[src/rtl/mainfsm_pkg.sv]
// Shared definitions for the multicycle processor main controller:
// state encodings, datapath select codes and the packed control word.
package mainfsm_pkg;

    typedef enum logic [3:0] {
        S_FETCH    = 4'd0,
        S_DECODE   = 4'd1,
        S_MEMADR   = 4'd2,
        S_MEMRD    = 4'd3,
        S_MEMWB    = 4'd4,
        S_MEMWR    = 4'd5,
        S_EXECUTER = 4'd6,
        S_EXECUTEI = 4'd7,
        S_ALUWB    = 4'd8,
        S_BRANCH   = 4'd9,
        S_UNKNOWN  = 4'd10
    } state_t;

    localparam logic [1:0] SRCA_REG    = 2'b00;
    localparam logic [1:0] SRCA_PC     = 2'b01;
    localparam logic [1:0] SRCA_ALUOUT = 2'b10;

    localparam logic [1:0] SRCB_REG    = 2'b00;
    localparam logic [1:0] SRCB_IMM    = 2'b01;
    localparam logic [1:0] SRCB_FOUR   = 2'b10;

    localparam logic [1:0] RES_ALUOUT  = 2'b00;
    localparam logic [1:0] RES_DATA    = 2'b01;
    localparam logic [1:0] RES_ALU     = 2'b10;

    localparam logic [1:0] OP_DP       = 2'b00;
    localparam logic [1:0] OP_MEM      = 2'b01;
    localparam logic [1:0] OP_BR       = 2'b10;
    localparam logic [1:0] OP_UNDEF    = 2'b11;

    localparam int FUNCT_I_BIT = 5;
    localparam int FUNCT_L_BIT = 0;

    typedef struct packed {
        logic       ir_write;
        logic       adr_src;
        logic [1:0] alu_src_a;
        logic [1:0] alu_src_b;
        logic [1:0] result_src;
        logic       next_pc;
        logic       reg_w;
        logic       mem_w;
        logic       branch;
        logic       alu_op;
        logic       illegal;
    } ctrl_t;

endpackage

[src/rtl/mainfsm_outdec.sv]
// Moore output decoder: maps the current controller state to the control word.
// Unused encodings decode to an all-zero (inactive) control word.
module mainfsm_outdec
    import mainfsm_pkg::*;
(
    input  state_t i_state,
    output ctrl_t  o_ctrl
);

    always_comb begin
        o_ctrl = '0;
        case (i_state)
            S_FETCH: begin
                o_ctrl.ir_write   = 1'b1;
                o_ctrl.next_pc    = 1'b1;
                o_ctrl.adr_src    = 1'b0;
                o_ctrl.alu_src_a  = SRCA_PC;
                o_ctrl.alu_src_b  = SRCB_FOUR;
                o_ctrl.result_src = RES_ALU;
            end
            S_DECODE: begin
                o_ctrl.alu_src_a  = SRCA_PC;
                o_ctrl.alu_src_b  = SRCB_FOUR;
                o_ctrl.result_src = RES_ALU;
            end
            S_MEMADR: begin
                o_ctrl.alu_src_a  = SRCA_REG;
                o_ctrl.alu_src_b  = SRCB_IMM;
            end
            S_MEMRD: begin
                o_ctrl.adr_src    = 1'b1;
            end
            S_MEMWB: begin
                o_ctrl.result_src = RES_DATA;
                o_ctrl.reg_w      = 1'b1;
            end
            S_MEMWR: begin
                o_ctrl.adr_src    = 1'b1;
                o_ctrl.mem_w      = 1'b1;
            end
            S_EXECUTER: begin
                o_ctrl.alu_src_b  = SRCB_REG;
                o_ctrl.alu_op     = 1'b1;
            end
            S_EXECUTEI: begin
                o_ctrl.alu_src_b  = SRCB_IMM;
                o_ctrl.alu_op     = 1'b1;
            end
            S_ALUWB: begin
                o_ctrl.result_src = RES_ALUOUT;
                o_ctrl.reg_w      = 1'b1;
            end
            S_BRANCH: begin
                o_ctrl.alu_src_a  = SRCA_ALUOUT;
                o_ctrl.alu_src_b  = SRCB_IMM;
                o_ctrl.result_src = RES_ALU;
                o_ctrl.branch     = 1'b1;
            end
            S_UNKNOWN: begin
                o_ctrl.illegal    = 1'b1;
            end
            default: begin
                o_ctrl = '0;
            end
        endcase
    end

endmodule

[src/rtl/mainfsm.sv]
// Main controller of a multicycle processor: state register and next-state
// logic here, state-to-output table in mainfsm_outdec.
module mainfsm
    import mainfsm_pkg::*;
(
    input  logic       clk,
    input  logic       reset,
    input  logic [1:0] Op,
    input  logic [5:0] Funct,
    output logic       IRWrite,
    output logic       AdrSrc,
    output logic [1:0] ALUSrcA,
    output logic [1:0] ALUSrcB,
    output logic [1:0] ResultSrc,
    output logic       NextPC,
    output logic       RegW,
    output logic       MemW,
    output logic       Branch,
    output logic       ALUOp,
    output logic [3:0] State,
    output logic       Illegal
);

    state_t r_state;
    state_t w_state_next;
    ctrl_t  w_ctrl;
    logic   w_unused_funct;

    // Only the immediate and load flags steer the sequence.
    assign w_unused_funct = ^Funct[4:1];

    always_ff @(posedge clk or negedge reset) begin
        if (!reset) begin
            r_state <= S_FETCH;
        end else begin
            r_state <= w_state_next;
        end
    end

    always_comb begin
        w_state_next = S_UNKNOWN;
        case (r_state)
            S_FETCH:    w_state_next = S_DECODE;
            S_DECODE: begin
                case (Op)
                    OP_MEM:   w_state_next = S_MEMADR;
                    OP_DP:    w_state_next = Funct[FUNCT_I_BIT] ? S_EXECUTEI : S_EXECUTER;
                    OP_BR:    w_state_next = S_BRANCH;
                    OP_UNDEF: w_state_next = S_UNKNOWN;
                    default:  w_state_next = S_UNKNOWN;
                endcase
            end
            S_MEMADR:   w_state_next = Funct[FUNCT_L_BIT] ? S_MEMRD : S_MEMWR;
            S_MEMRD:    w_state_next = S_MEMWB;
            S_MEMWB:    w_state_next = S_FETCH;
            S_MEMWR:    w_state_next = S_FETCH;
            S_EXECUTER: w_state_next = S_ALUWB;
            S_EXECUTEI: w_state_next = S_ALUWB;
            S_ALUWB:    w_state_next = S_FETCH;
            S_BRANCH:   w_state_next = S_FETCH;
            // UNKNOWN is absorbing; stray encodings also fall into it.
            S_UNKNOWN:  w_state_next = S_UNKNOWN;
            default:    w_state_next = S_UNKNOWN;
        endcase
    end

    mainfsm_outdec u_outdec (
        .i_state (r_state),
        .o_ctrl  (w_ctrl)
    );

    assign IRWrite   = w_ctrl.ir_write;
    assign AdrSrc    = w_ctrl.adr_src;
    assign ALUSrcA   = w_ctrl.alu_src_a;
    assign ALUSrcB   = w_ctrl.alu_src_b;
    assign ResultSrc = w_ctrl.result_src;
    assign NextPC    = w_ctrl.next_pc;
    assign RegW      = w_ctrl.reg_w;
    assign MemW      = w_ctrl.mem_w;
    assign Branch    = w_ctrl.branch;
    assign ALUOp     = w_ctrl.alu_op;
    assign Illegal   = w_ctrl.illegal;
    assign State     = r_state;

endmodule

[config.mk]
export PLATFORM = sky130hd
export DESIGN_NAME = mainfsm
export DESIGN_NICKNAME = d
export VERILOG_FILES = /design/src/rtl/mainfsm_pkg.sv /design/src/rtl/mainfsm_outdec.sv /design/src/rtl/mainfsm.sv
export SDC_FILE = /design/constraint.sdc
export NUM_CORES = 1
export LEC_CHECK = 0
export CORE_AREA = 2 2 39 41
export DETAILED_ROUTE_END_ITERATION = 8
export DIE_AREA = 0 0 41 43
export GPL_TIMING_DRIVEN = 0
export PLACE_DENSITY = 0.77
export SYNTH_ARGS = -nofsm -noshare
export SYNTH_HDL_FRONTEND = slang
export SYNTH_SLANG_ARGS = --single-unit
[constraint.sdc]
create_clock -name clk -period 1.4 [get_ports clk]
set_input_delay 0.14 -clock clk [delete_from_list [all_inputs] [get_ports clk]]
set_output_delay 0.14 -clock clk [all_outputs]
set_load 0.05 [all_outputs]
==> metrics.csv, run 1 <==
stage,metric,value,unit
status,status,"complete, but fails checks",
status,violated checks,negative setup slack,
clock_network,H-Tree Depth,1,
route,1st-iter DRT viols,4,
finish,synth-to-layout area growth,178,%
route,post-route antenna net violation count,0,
finish,final instance area,958,um^2
yosys,Commonest cells post-synth,"nor2_1 (6), dfrtp_1 (4), buf_2 (3), nand2_1 (3), nor3_1 (3)",
worst_setup_path,r2r startpoint,State[3],
yosys,"flops & latches, synth",4,
finish,Nets,98,
route,total wire length,1.27,mm
worst_setup_path,Slowest cell on crit path,dfrtp_2,
worst_setup_path,Crit path required time,1.26,ns
timing,Max Fclk,659,MHz
timing,slew margin rel.,0.678,
timing,Tcrit/Tclk final,1.08,
clock_network,total CTS buffers,3,
yosys,synthesized area,345,um^2
worst_hold_path,hold crit path type,in2async,
route,Avg WL per Cell,12.4,um
timing,clk_skew,0.0000672,ns
worst_setup_path,flop-to-flop setup slack,0.11,ns
worst_setup_path,CP Cell Sequence,"buf_6, buf_6, xor2_1, and3_4, buf_8",
grt,Congestion Overflow GR,0,
clock_network,Sink Count,4,
route,vias per cell,4.66,
yosys,syn_nets,54,
route,First-pass DRT Iterations,3,
yosys,Syn Inst Count,44,
die,IO Count,28,
run,max_cap viols,0,
place,# port buffers,23,
finish,ant diodes,0,
clock_network,CTS tree,done,
yosys,Synth top area share,0.290,
timing,unrepaired setup endpoints after global routing,true,
timing,Tmin final,1.52,ns
finish,max FFs per register,4,
grt,first-pass GRT wire length,1.82,mm
worst_setup_path,crit path launch,State[2],
die,Chip Width,41,um
worst_setup_path,critical path class,reg2out,
worst_setup_path,data arrival time of the worst path,1.38,ns
clock_network,clock-pin slew on the worst setup and hold paths,0.03,ns
worst_setup_path,CP endpoint kind,output pin,
clock_network,Skew-Pair Late Insertion Delay,0.23,ns
worst_setup_path,buffers and inverters on the worst path,3,
yosys,Synth warnings,0,
grt,largest net degree at the start of global routing,11,
grt,GRT Util Overall,0.151,
worst_setup_path,critical path's largest stage delay,0.42,ns
worst_setup_path,reg2reg path depth,4,
timing,Final Setup Violations,8,
yosys,"EDFF count, synth",0,
yosys,register area share after synthesis,0.290,
timing,setup ws final,-0.118,ns
worst_setup_path,"Max FO, Critical Path",7,
worst_setup_path,CP Launch Type,flop,
place,GPL Wtd Cong,0.751,
worst_setup_path,RR Endpoint,State[1],
yosys,largest area contributor in the netlist,dfrtp_1,
clock_network,CTS Root Cell,clkbuf_4,
worst_setup_path,CP dominant cell by count,buf_6,
timing,max-slew violations,0,
route,via count,475,
finish,layout cells sized above 1,0.721,
grt,vias in the first global route,408,
yosys,main area contributors after synthesis,"dfrtp_1 (29%), nor2_1 (6.5%), nor3_2 (5.8%)",
timing,Final Hold Viols,0,
die,DIE HEIGHT,43,um
yosys,most frequent cell after synthesis,nor2_1,
clock_network,CTS max path bufs,2,
die,total core area,1380,um^2
place,detailed placer's ending HPWL,742,um
worst_setup_path,CP top delay family,flip-flops,
die,die area,1760,um^2
die,# rows,14,
yosys,synth unique cells,25,
route,# DRC,0,
yosys,Mean Syn Cell Area,7.85,um^2
grt,initial antenna violation count,0,
timing,Worst Tran Pin Value,0.484,ns
die,Starting Density,0.250,
yosys,ys flop type,dfrtp_1,
place,placed cell area,699,um^2
yosys,asr flop ratio synth,1.00,
-- placed cells by master, fill, tap and decap left out --
| cell type | instances |
|---|---|
| xnor2_1 | 1 |
| or2b_4 | 1 |
| clkbuf_4 | 3 |
| nand2b_4 | 1 |
| xor2_1 | 1 |
| dfrtp_2 | 4 |
| nand2_1 | 2 |
| buf_6 | 14 |
| nand2b_1 | 1 |
| nor3_4 | 3 |
| dlygate4sd2_1 | 3 |
| and2b_1 | 1 |
| nand3_1 | 2 |
| o21a_2 | 1 |
| a211oi_4 | 1 |
| buf_4 | 11 |
| clkbuf_2 | 1 |
| nor2_2 | 1 |
| a22oi_1 | 1 |
| a31o_4 | 1 |
| buf_12 | 1 |
| and3_4 | 2 |
| clkdlybuf4s50_1 | 5 |
| inv_4 | 1 |
| nor2_4 | 3 |
| nand2_8 | 1 |
| nor3b_4 | 1 |
| o21ai_0 | 2 |
| buf_8 | 8 |
| or2_4 | 1 |
| nor3_2 | 2 |
| a21oi_1 | 1 |
| a221o_1 | 1 |
| nor2_1 | 3 |
-- area by class of cell --
| class | count | area [um^2] |
|---|---|---|
| Fill cell | 96 | 425 |
| Timing Repair Buffer | 39 | 417 |
| Multi-Input combinational cell | 35 | 343 |
| Sequential cell | 4 | 105 |
| Buffer | 4 | 45.0 |
| Clock buffer | 3 | 22.5 |
| Tap cell | 16 | 20.0 |
| Inverter | 1 | 6.26 |
-- through the flow --
step                      instances  setup TNS, ns  hold WS [ns]  setup WS (ns)   util
after floorplan                  44          -1.50        -0.156         -0.336      -
after global placement           83          -6.10         0.349         -0.571  0.505
after detailed placement         83          -6.28         0.354         -0.577  0.505
after CTS                        97         -0.642         0.107         -0.140  0.624
after global routing            102          -1.23         0.112         -0.165  0.693
final                           102         -0.622         0.109         -0.118  0.693
-- timing repair --
action | 4_1_cts | 5_1_grt
endpoints found under the hold margin | 0 | 0
hold buffers | 0 | 0
setup endpoints to repair | 18 | 15
gates resized for setup | 113 | 16
pin swaps | 4 | 5
buffers inserted | 11 | 5
-- kinds of logic (layout without fill, tap and decap cells) --
kind of cell / after synthesis / after routing / synth area share
AO/OA/AOI/OAI: 8 / 8 / 0.163
XOR/XNOR: 2 / 2 / 0.0507
buffers and inverters: 5 / 47 / 0.0761
flip-flops: 4 / 4 / 0.290
AND/OR/NAND/NOR: 25 / 25 / 0.420
-- how the worst max path moves through the flow --
stage,endpoint,slack (ns),cells past startpoint
floorplan,NextPC,-0.34,3
global placement,NextPC,-0.57,4
detailed placement,NextPC,-0.58,4
CTS,IRWrite,-0.14,4
global route,IRWrite,-0.16,4
finish,AdrSrc,-0.12,5
-- per-layer routing --
layer	wire (um)	global-route usage
met5	0	0
met4	0	0.0800
met3	36	0.0157
met2	712	0.256
met1	517	0.173
Power of run 1 is left out: the tool's default activity adds up to more than one toggle a clock period on the data nets, which glitch-free logic cannot reach.
==> run 2: changes to the inputs <==
--- a/config.mk
+++ b/config.mk
@@ -8,8 +8,10 @@
 export CORE_AREA = 2 2 39 41
 export DETAILED_ROUTE_END_ITERATION = 8
 export DIE_AREA = 0 0 41 43
+export GPL_ROUTABILITY_DRIVEN = 0
 export GPL_TIMING_DRIVEN = 0
 export PLACE_DENSITY = 0.77
+export SLEW_MARGIN = 15
 export SYNTH_ARGS = -nofsm -noshare
 export SYNTH_HDL_FRONTEND = slang
 export SYNTH_SLANG_ARGS = --single-unit
==> results of run 2 <==
Same layout as run 1: the final DEF is identical, and so are final timing and power.
Power of run 2 is left out for the same reason.
